### config.mk
export PLATFORM = sky130hd
export DESIGN_NAME = uart_rx_ctrl
export DESIGN_NICKNAME = d
export VERILOG_FILES = /design/src/rtl/uart_pkg.sv /design/src/rtl/uart_baud_gen.sv /design/src/rtl/uart_rx_ctrl.sv
export SDC_FILE = /design/constraint.sdc
export NUM_CORES = 1
export LEC_CHECK = 0
export CAP_MARGIN = 10
export CORE_ASPECT_RATIO = 1.4
export CORE_MARGIN = 2
export CORE_UTILIZATION = 49
export DETAILED_ROUTE_END_ITERATION = 10
export GPL_TIMING_DRIVEN = 0
export PLACE_DENSITY = 0.83
export SLEW_MARGIN = 20
export SYNTH_ARGS = -nofsm -noshare
export SYNTH_HDL_FRONTEND = slang
export SYNTH_SLANG_ARGS = --single-unit
### constraint.sdc
create_clock -name clk -period 5.1 [get_ports clk]
set_input_delay 0.765 -clock clk [delete_from_list [all_inputs] [get_ports clk]]
set_output_delay 0.765 -clock clk [all_outputs]
set_load 0.01 [all_outputs]
### src/rtl/uart_pkg.sv
// -----------------------------------------------------------------------------
// uart_pkg
// Shared constants and helpers for the UART receive path.
//   DATA_W       : byte width carried between uart_rx and its controller
//   DEF_BAUD_DIV : default clk cycles per baud tick
//   clamp_div()  : turns a programmed divisor into an effective one (>= 2)
// -----------------------------------------------------------------------------
package uart_pkg;

    localparam int DATA_W       = 8;
    localparam int DEF_BAUD_DIV = 10;

    // A divisor of 0 or 1 cannot produce a tick that is followed by a low
    // cycle, so both are raised to the shortest usable period of 2.
    function automatic logic [31:0] clamp_div(input logic [31:0] div);
        return (div < 32'd2) ? 32'd2 : div;
    endfunction

endpackage

### src/rtl/uart_baud_gen.sv
// -----------------------------------------------------------------------------
// uart_baud_gen
// Free-running divisor counter producing a one-cycle baud tick.
//   clk  : system clock
//   rst  : asynchronous active-high reset
//   en   : run enable; when low the counter is held at 0 and no tick is made
//   div  : clk cycles per tick (0 and 1 behave as 2)
//   tick : one-cycle pulse when the counter reaches the last count
// -----------------------------------------------------------------------------
module uart_baud_gen
    import uart_pkg::*;
#(
    parameter int DIV_W = 16
) (
    input  logic             clk,
    input  logic             rst,
    input  logic             en,
    input  logic [DIV_W-1:0] div,
    output logic             tick
);

    logic [DIV_W-1:0] r_cnt;
    logic [DIV_W-1:0] w_last;

    assign w_last = DIV_W'(clamp_div(32'(div)) - 32'd1);

    // '>=' rather than '==' so that shrinking the divisor below the current
    // count still ends the period at once instead of running the counter
    // all the way around.
    assign tick = en && (r_cnt >= w_last);

    // NOTE: state registers use non-blocking assignments so every flop samples
    // values from before the edge, independent of statement order.
    always_ff @(posedge clk or posedge rst) begin
        if (rst) begin
            r_cnt <= '0;
        end else if (!en || tick) begin
            r_cnt <= '0;
        end else begin
            r_cnt <= r_cnt + DIV_W'(1);
        end
    end

endmodule

### src/rtl/uart_rx_ctrl.sv
// -----------------------------------------------------------------------------
// uart_rx_ctrl
// Sequences the uart_rx datapath: generates its baud tick, captures each
// completed byte on the rising edge of rx_ready into a small show-ahead FIFO,
// and hands bytes to the consumer over valid/ready with sticky overrun.
//   clk, rst       : system clock, asynchronous active-high reset
//   cfg_en         : enables baud ticks and byte capture
//   cfg_div        : clk cycles per baud tick (0/1 treated as 2)
//   baud_tick      : one-cycle pulse to uart_rx
//   rx_ready       : byte complete from uart_rx (may be held several cycles)
//   rx_data        : received byte, valid while rx_ready is high
//   m_valid/m_data : head of FIFO, show-ahead
//   m_ready        : consumer accepts the head byte
//   overrun        : sticky, a byte was dropped because the FIFO was full
//   clear_overrun  : clears overrun (a simultaneous drop wins)
//   level          : current FIFO occupancy
// -----------------------------------------------------------------------------
module uart_rx_ctrl
    import uart_pkg::*;
#(
    parameter int DEPTH = 4,
    parameter int DIV_W = 16
) (
    input  logic                     clk,
    input  logic                     rst,
    input  logic                     cfg_en,
    input  logic [DIV_W-1:0]         cfg_div,
    output logic                     baud_tick,
    input  logic                     rx_ready,
    input  logic [DATA_W-1:0]        rx_data,
    output logic                     m_valid,
    output logic [DATA_W-1:0]        m_data,
    input  logic                     m_ready,
    output logic                     overrun,
    input  logic                     clear_overrun,
    output logic [$clog2(DEPTH):0]   level
);

    localparam int AW = $clog2(DEPTH);
    localparam int LW = AW + 1;

    logic [DATA_W-1:0] r_mem [DEPTH];
    logic [AW-1:0]     r_wr_ptr;
    logic [AW-1:0]     r_rd_ptr;
    logic [LW-1:0]     r_level;
    logic [LW-1:0]     w_level_nxt;
    logic              r_rx_ready_q;
    logic              r_overrun;

    logic w_push;
    logic w_pop;
    logic w_full;
    logic w_accept;
    logic w_drop;

    uart_baud_gen #(
        .DIV_W (DIV_W)
    ) u_baud_gen (
        .clk  (clk),
        .rst  (rst),
        .en   (cfg_en),
        .div  (cfg_div),
        .tick (baud_tick)
    );

    // One push per rx_ready high period, however long uart_rx holds it.
    assign w_push   = cfg_en && rx_ready && !r_rx_ready_q;
    assign m_valid  = (r_level != '0);
    assign w_pop    = m_valid && m_ready;
    assign w_full   = (r_level == LW'(DEPTH));
    // When full, a same-cycle pop frees the slot the write pointer sits on.
    assign w_accept = w_push && (!w_full || w_pop);
    assign w_drop   = w_push && w_full && !w_pop;

    // Gated so the output reads 0 when empty, including straight after reset.
    assign m_data   = m_valid ? r_mem[r_rd_ptr] : '0;
    assign level    = r_level;
    assign overrun  = r_overrun;

    // NOTE: every combinational output gets a default first, so no path can
    // leave it unassigned and infer a latch.
    always_comb begin
        w_level_nxt = r_level;
        if (w_accept && !w_pop) begin
            w_level_nxt = r_level + LW'(1);
        end else if (!w_accept && w_pop) begin
            w_level_nxt = r_level - LW'(1);
        end
    end

    always_ff @(posedge clk or posedge rst) begin
        if (rst) begin
            r_wr_ptr     <= '0;
            r_rd_ptr     <= '0;
            r_level      <= '0;
            r_rx_ready_q <= 1'b0;
            r_overrun    <= 1'b0;
        end else begin
            r_rx_ready_q <= rx_ready;
            r_level      <= w_level_nxt;
            if (w_accept) begin
                r_wr_ptr <= r_wr_ptr + AW'(1);
            end
            if (w_pop) begin
                r_rd_ptr <= r_rd_ptr + AW'(1);
            end
            if (w_drop) begin
                r_overrun <= 1'b1;
            end else if (clear_overrun) begin
                r_overrun <= 1'b0;
            end
        end
    end

    // NOTE: the storage array has no reset; entries are only visible once
    // written, because level and the read gating define what is valid.
    always_ff @(posedge clk) begin
        if (w_accept) begin
            r_mem[r_wr_ptr] <= rx_data;
        end
    end

endmodule

Word level (Yosys, flattened, before mapping). Memory sizes are Yosys's and may differ from the RTL's. Index checks and enable logic that the tools add are counted.

Eq/ne operators: 1. Order comparisons: 2. Muxes and demuxes: 9. Add/sub/neg operators: 6. Reductions and logical operators: 19.

Operator list (number): 16-bit 2-to-1 mux (2); 16-bit by 1-bit adder with 16-bit output (second input constant) (1); 16-bit >= comparator (1); 16-bit by 2-bit < comparator with 1-bit output (second input constant) (1); 16-bit by 1-bit subtractor with 16-bit output (second input constant) (1); 1-bit logical AND (9); 8-bit 2-to-1 mux (1); 3-bit 2-to-1 mux (2); 1-bit zero test (5); 2-bit by 1-bit adder with 2-bit output (second input constant) (2); 1-bit 2-to-1 mux (4); 2-bit nonzero test (2); 3-bit by 1-bit adder with 3-bit output (second input constant) (1); 3-bit == test (second input constant) (1); 3-bit nonzero test (1); 3-bit by 1-bit subtractor with 3-bit output (second input constant) (1); 1-bit logical OR (2).

Input bits: 30. RAM bits: 32. Logic and storage cells: 44. Register bits: 25. Memories: 1.

Memory list: r_mem (depth 4, bits a word 8, read ports 1, clocked after Yosys merged registers in 0, write ports 1, line uart_rx_ctrl.sv:42) `logic [DATA_W-1:0] r_mem [DEPTH];`.

Longest topological paths before layout. Gate-level depths: netlist of the first run.

Depth after elaboration: 8. Mapped depth: 15. Gate-level depth less buffers: 14.

By module. Synthesis of the first run repeated with hierarchy kept, for this count alone.

Cell total of the unflattened synthesis: 252. Area, all modules: 3136.8 sq um.

Modules (own cells, without submodules): uart_rx_ctrl (cells each 92, area each 1706.6 sq um, times used 1, sequential area each 1186.1 sq um); uart_baud_gen (cells each 160, area each 1430.1 sq um, times used 1, sequential area each 400.4 sq um).

Least setup slack after synthesis of the first run. OpenSTA, ideal clock, no wires.

Path kind: input to output. From: in cfg_div[8]. To: out baud_tick. Slack: -0.134 ns. Arrival time: 4.469 ns. Buffers on the path: 0. Cell stages on the path: 14. Cells stage by stage: or4_1 -> or4_1 -> or2_1 -> nand2_1 -> ha_1 -> inv_1 -> nor4_1 -> nor2b_1 -> xnor2_1 -> ha_1 -> nand4_1 -> or3_1 -> a311oi_2 -> o41a_1.

Longest elaborated chain between the ends: 5.

Ends and longest elaborated chain: from (decl) (line uart_rx_ctrl.sv:27) `input logic [DIV_W-1:0] cfg_div,`; 16-bit by 2-bit < comparator with 1-bit output (line uart_pkg.sv:16) `return (div < 32'd2) ? 32'd2 : div;`; 16-bit 2-to-1 mux * (line uart_pkg.sv:16); 16-bit by 1-bit subtractor with 16-bit output * (line uart_baud_gen.sv:25) `assign w_last = DIV_W'(clamp_div(32'(div)) - 32'd1);`; 16-bit >= comparator * (line uart_baud_gen.sv:30) `assign tick = en && (r_cnt >= w_last);`; 1-bit logical AND * (line uart_baud_gen.sv:30); to (decl) (line uart_rx_ctrl.sv:28) `output logic baud_tick,`.

Mark *: on every way between the ends. The rest lies on a longest branch, timed or not.

Worst setup path after layout of the first run.
From: in cfg_div[4]. To: out baud_tick.

The elaborated chain is that of the path after synthesis.

==> results by group, run 1 <==
Synthesis
  – Post-synth ARST share: between 40% and 50%
  – EDFF count, synth: 32
  – Yosys reg bits: 57
  – Syn. warnings: 0
  – Syn Area/Cell: 12.4 um2
  – Post-Synthesis Cell Area: 3160 um2
  – Post-synth net total: 310
  – Mapped Cells: approximately 260
  – Sequential area share after synthesis: ~50%
  – Dominant synthesized flop cell: edfxtp_1
  – Distinct cells, synth: 46

STA
  – Fmax: 198 MHz
  – RSZ-0062 raised after global routing: true
  – Fin. max-slew vios: 0
  – Final period utilization: just under 100%
  – Slew headroom: a little under two fifths
  – Final setup fails: 0
  – Fin. Hold Viols: 0
  – Worst-margin pin slew: between 0.9 and 1 ns
  – Fin crit period: 5.05 ns
  – Worst Skew: ~0.0055 ns
  – Setup WS post-layout: 0.0487 ns

Route
  – Vias: 2296
  – Starting DRC count in detailed routing: 93
  – Router iterations before antenna repair: 4
  – Routed length per instance: approximately 16 um
  – Antenna-violating nets left: 0
  – Number of vias per cell: 5.75
  – DRC viols: 0
  – DRT Wirelength: about 6500 um

Critical path
  – CP endpoint kind: primary output
  – R2R depth: 7
  – Crit path kind: input port to primary output
  – Arrival time at the worst endpoint: between 4 and 5 ns
  – CP required: roughly 4.3 ns
  – Crit start category: input port
  – Largest fanout on the critical path: 3

Global route
  – Grt ovf: 0
  – First-pass GRT wire length: around 11000 um
  – Initial antenna violation count: 0
  – Largest net degree at the start of global routing: 26
  – Total GRT Usage: between 10% and 20%
  – Vias in the first global route: about 2300

Worst hold path
  – Cell count of the worst hold path: 1
  – Min-Delay Path Class: register to register

CTS
  – Root buffer cell: clkbuf_8
  – CTS Buf Count: 9
  – Reg clk slew, reported paths: around 0.070 ns
  – Clk buf depth: 2
  – Clk Latency, worst-skew pair: 0.33 ns
  – CTS tree: done
  – H-Tree Level Count: 3
  – TritonCTS Sinks: 57

Flow run
  – # Max-Cap Violations: 0

Power
  – Power density relative to cell area: about 340 nW/um2
  – Maximum VDD drop: 166 uV
  – Lkg Pwr: 1.51 nW

Die
  – Die width: 71.9 um
  – DIE AREA: slightly above 7000 um2
  – Core Region: around 6200 um2
  – Die H: between 90 and 100 um
  – I/O pin total: 44
  – Placement Rows: 34
  – Initial Util: between 50% and 60%

Cells and area
  – Most frequent cells in the layout: 32 x edfxtp_1, 29 x clkdlybuf4s50_1, 25 x dfrtp_1, 22 x ha_1, 20 x xnor2_1
  – Final Util: between 60 and 70%
  – Final Net Count: between 300 and 400
  – Most common cell after layout, fill and taps aside: edfxtp_1
  – Area growth, synth to finish: 26.8%
  – Number of inserted diodes: 0
  – Fraction of layout cells with a size suffix above 1: a little over a fifth

Placement
  – Placer Congestion: roughly 0.85
  – Post-Place Worst Slack: -1.25 ns
  – Port Buf Inserts: 43
  – DP Wirelength: approximately 4700 um

Run status
  – Status: finished clean
[logic make-up after synthesis]
logic type                 Yosys count  synth area share [%]
xor gates and xnor gates            29                  8.03
buffers and inverters               21                  2.49
muxes                               11                  6.73
adders and majority gates           24                  9.74
AOI/OAI and AO/OA                   23                  5.74
and+or+nand+nor                     91                  17.1
DFF                                 57                  50.2
[where the power goes]
| group | leakage, nW | internal (W) | switching, W | total [W] |
|---|---|---|---|---|
| Sequential | 0.618 | 0.000535 | 0.0000331 | 0.000568 |
| Clock | 0.0818 | 0.000172 | 0.000175 | 0.000347 |
| Combinational | 0.811 | 0.000258 | 0.000194 | 0.000451 |
[state kept, by name, indices dropped and copies added, names as in the netlist]
signal / cells
overrun: 1
r_rx_ready_q: 1
level: 3
r_rd_ptr: 2
u_baud_gen.r_cnt: 16
r_mem: 32
r_wr_ptr: 2
[cells in the mapped netlist (2+ instances only)]
library cell,instances,area share [%]
edfxtp_1,32,30
dfrtp_1,25,20
ha_1,23,9.1
xnor2_1,20,5.5
nor4_1,18,3.6
inv_1,14,1.7
and2_1,12,2.4
nand2_1,11,1.3
nor2_1,9,1.1
xor2_1,9,2.5
mux4_2,8,5.7
nor3_1,7,1.1
clkbuf_1,6,0.71
or3_1,6,1.2
nand3_1,5,0.79
nor2b_1,5,0.99
or4_1,5,1.2
a21oi_1,3,0.47
o21ai_1,3,0.47
a21o_1,2,0.47
and3_1,2,0.40
mux2_2,2,0.71
nand4_1,2,0.40
o211ai_1,2,0.47
o21ai_0,2,0.32
o22ai_1,2,0.40
or4_4,2,0.71
[critical path: stages]
cell and delay, ns:
clkdlybuf4s15_2 0.19, or3_4 0.37, or4_4 0.50, or2_1 0.26
nand2_2 0.10, ha_4 0.15, inv_4 0.05, nor4_4 0.26
nor2b_4 0.20, xnor2_1 0.08, ha_1 0.30, nand4_1 0.11
or3_4 0.39, a311oi_4 0.25, o41a_1 0.18, buf_2 0.14
[cell type report]
type	instances	area (um2)
clock inverter	6	35.0
timing repair buffer	55	490
tap	72	90.1
inverter	14	55.1
clock buffer	10	128
sequential	57	1590
multi-input combinational	178	1600
buffer	7	26.3
fill	472	2200
[final timing paths]
kind,to,slack [ns],startpoint
worst max-delay path,baud_tick,0.05,cfg_div[4]
worst min-delay path,level[2],0.53,level[2]
worst max register to register,level[1],2.47,level[0]
worst min register to register,level[2],0.53,level[2]
max in group asynchronous,u_baud_gen.r_cnt[2],3.57,rst
min in group asynchronous,overrun,0.95,rst
[through the flow]
| stage | setup TNS (ns) | std cells | hold slack [ns] | power, W | instance area, um2 |
|---|---|---|---|---|---|
| finish | 0 | 399 | 0.534 | 0.00137 | 4010 |
| detailed placement | -5.42 | 371 | 0.518 | 0.00103 | 3730 |
| global placement | -4.97 | 371 | 0.511 | 0.00101 | 3730 |
| global route | -0.116 | 399 | 0.552 | 0.00145 | 4010 |
| floorplan | 0 | 256 | 0.488 | 0.000832 | 3210 |
| CTS | -0.00429 | 398 | 0.534 | 0.00138 | 3990 |
[what timing repair did]
item	in CTS	in global routing
hold buffers	0	0
pin swaps	17	3
setup buffers	11	1
endpoints found under the setup margin	11	1
resized for setup	59	5
[per-layer routing]
| metal | track usage [%] | wire length, um |
|---|---|---|
| met1 | 23.0 | 2610 |
| met2 | 35.7 | 3560 |
| met3 | 4.29 | 258 |
| met4 | 5.95 | 30 |
| met5 | 0 | 0 |
Note: power is estimated with default switching activity, not from simulation.
==> run 2, diff against run 1 <==
--- a/config.mk
+++ b/config.mk
@@ -7,7 +7,7 @@
 export LEC_CHECK = 0
 export CAP_MARGIN = 10
 export CORE_ASPECT_RATIO = 1.4
-export CORE_MARGIN = 2
+export CORE_MARGIN = 8
 export CORE_UTILIZATION = 49
 export DETAILED_ROUTE_END_ITERATION = 10
 export GPL_TIMING_DRIVEN = 0
==> results by group, run 2 (synthesis gave the netlist of run 1 again) <==
Critical path
  – Arrival time at the worst endpoint: 4.33 ns (+0.04 ns)
  – CP endpoint kind: primary output
  – Crit path kind: input port to primary output
  – CP required: 4.34 ns (about the same)
  – Largest fanout on the critical path: 3 (unchanged)
  – Crit start category: input port

Die
  – Placement Rows: 34 (unchanged)
  – I/O pin total: 44 (unchanged)
  – Initial Util: 50.9% (unchanged)
  – Die H: 111 um (+12%)
  – Die width: 83.9 um (+17%)
  – Core Region: 6210 um2 (unchanged)
  – DIE AREA: 9320 um2 (+31%)

STA
  – Worst Skew: 0.00762 ns (+0.00217 ns)
  – Final period utilization: 100% (+0.95 points)
  – Final setup fails: 0 (unchanged)
  – Slew headroom: 36.6% (-0.19 points)
  – Fin Hold WS: 0.524 ns (-0.0103 ns)
  – Fmax: 196 MHz (-0.95%)
  – RSZ-0062 raised after global routing: true
  – Fin. max-slew vios: 0 (unchanged)
  – Fin. Hold Viols: 0 (unchanged)
  – Fin crit period: 5.10 ns (+0.0486 ns)
  – Worst-margin pin slew: 0.945 ns (-0.00201 ns)

Cells and area
  – Fraction of layout cells with a size suffix above 1: 22.6% (+1.5 points)
  – Fillers: 473 (+0.21%)
  – Number of inserted diodes: 0 (unchanged)
  – Most common cell after layout, fill and taps aside: edfxtp_1
  – Final Net Count: 385 (+2.4%)
  – Final Util: 65.9% (+1.3 points)
  – Area growth, synth to finish: 29.4%
  – Biggest register: r_mem
  – Design area: 4090 um2 (+2.1%)
  – Max reg flops: 32 (unchanged)
  – Non-Filler Instances: 408 (+2.3%)
  – Most frequent cells in the layout: 32 x edfxtp_1, 29 x clkdlybuf4s50_1, 25 x dfrtp_1, 22 x ha_1, 22 x buf_4

CTS
  – Clk buf depth: 2 (unchanged)
  – Root buffer cell: clkbuf_8
  – Reg clk slew, reported paths: 0.06 ns (about the same)
  – CTS tree: done
  – Hold_buf cts: 0 (unchanged)
  – CTS Buf Count: 9 (unchanged)
  – Clk Latency, worst-skew pair: 0.33 ns (about the same)
  – H-Tree Level Count: 3 (unchanged)
  – TritonCTS Sinks: 57 (unchanged)

Run status
  – Status: finished clean

Route
  – DRC viols: 0 (unchanged)
  – DRT Wirelength: 6790 um (+5.0%)
  – Vias: 2303 (+0.30%)
  – Router iterations before antenna repair: 4 (unchanged)
  – Antenna-violating nets left: 0 (unchanged)
  – Starting DRC count in detailed routing: 51 (-45%)
  – Number of vias per cell: 5.64 (-1.9%)
  – Routed length per instance: 16.6 um (+2.7%)

Power
  – Total power: 0.00139 W (+2.0%)
  – Maximum VDD drop: 159 uV (-4.6%)
  – Power density relative to cell area: 341 nW/um2 (about the same)
  – Lkg Pwr: 1.56 nW (+3.0%)

Placement
  – Port Buf Inserts: 43 (unchanged)
  – Placed insts: 371 (unchanged)
  – Placer Congestion: 0.765 (-9.9%)
  – DP Wirelength: 4810 um (+1.7%)
  – Dpl cell area: 3730 um2 (unchanged)

Global route
  – Vias in the first global route: 2452 (+4.7%)
  – First-pass GRT wire length: 11300 um (+4.1%)
  – Initial antenna violation count: 0 (unchanged)
  – Largest net degree at the start of global routing: 26 (unchanged)
  – Grt ovf: 0 (unchanged)
  – Total GRT Usage: 15.0% (-4.7 points)

Flow run
  – # Max-Cap Violations: 0 (unchanged)

Worst hold path
  – Min-Delay Path Class: register to register
## run 2: cell type report
cell class / count / area, um2 / share of cell area (%)
buffer: 7 / 26.3 / 0.642
clock buffer: 13 / 159 / 3.88
clock inverter: 3 / 17.5 / 0.428
inverter: 14 / 55.1 / 1.35
multi-input combinational: 178 / 1590 / 38.9
sequential: 57 / 1590 / 38.8
tap: 72 / 90.1 / 2.20
timing repair buffer: 64 / 564 / 13.8
## run 2: per-stage QoR
step	setup WS [ns]	TNS [ns]
after floorplan	0.0403	0
after global placement	-1.30	-6.20
after detailed placement	-1.35	-7.25
after CTS	-0.0244	-0.0244
after global routing	-0.134	-0.134
final	0.0000964	0
## run 2: power breakdown
group          total, W  switching [W]  leakage, nW  internal (W)
Combinational  0.000459       0.000197        0.848      0.000262
Clock          0.000367       0.000166       0.0894      0.000201
Sequential     0.000568      0.0000332        0.618      0.000535
## run 2: critical path: stages
cell	delay, ns
buf_8	0.09
or4_4	0.53
or4_4	0.44
or2_4	0.26
nand2_4	0.08
ha_4	0.15
inv_4	0.05
nor4_4	0.26
nor2b_2	0.20
xnor2_1	0.08
ha_1	0.30
nand4_1	0.11
or3_4	0.37
a311oi_4	0.35
o41a_1	0.16
buf_2	0.13
## run 2: path summary, 6_finish.rpt
path / start / end / slack, ns / cells after the start
max in group asynchronous: rst / u_baud_gen.r_cnt[1] / 3.82 / 2
setup / recovery: cfg_div[7] / baud_tick / 0.0001 / 16
hold reg to reg: level[2] / level[2] / 0.52 / 1
setup reg to reg: level[0] / level[1] / 2.51 / 7
min in group asynchronous: rst / r_rd_ptr[0] / 0.84 / 2
hold / removal: level[2] / level[2] / 0.52 / 1
## run 2: timing repair
item / 4_1_cts / 5_1_grt
endpoints found under the setup margin: 11 / 1
resized for setup: 58 / 5
setup buffers: 20 / 1
endpoints found under the hold margin: 0 / 0
pin swaps: 15 / 7
## run 2: routing by layer
metal / vias up / GRT usage, % / routed length (um)
li1: 1112 / - / -
met1: 1115 / 14.8 / 2560
met2: 56 / 26.9 / 3700
met3: 20 / 3.60 / 238
met4: 0 / 9.71 / 281
met5: - / 0 / 0
==> run 3, diff against run 2 <==
--- a/config.mk
+++ b/config.mk
@@ -9,6 +9,7 @@
 export CORE_ASPECT_RATIO = 1.4
 export CORE_MARGIN = 8
 export CORE_UTILIZATION = 49
+export CTS_CLUSTER_DIAMETER = 80
 export DETAILED_ROUTE_END_ITERATION = 10
 export GPL_TIMING_DRIVEN = 0
 export PLACE_DENSITY = 0.83
==> results of run 3 <==
Final layout, timing and power as in run 2 (identical DEF).
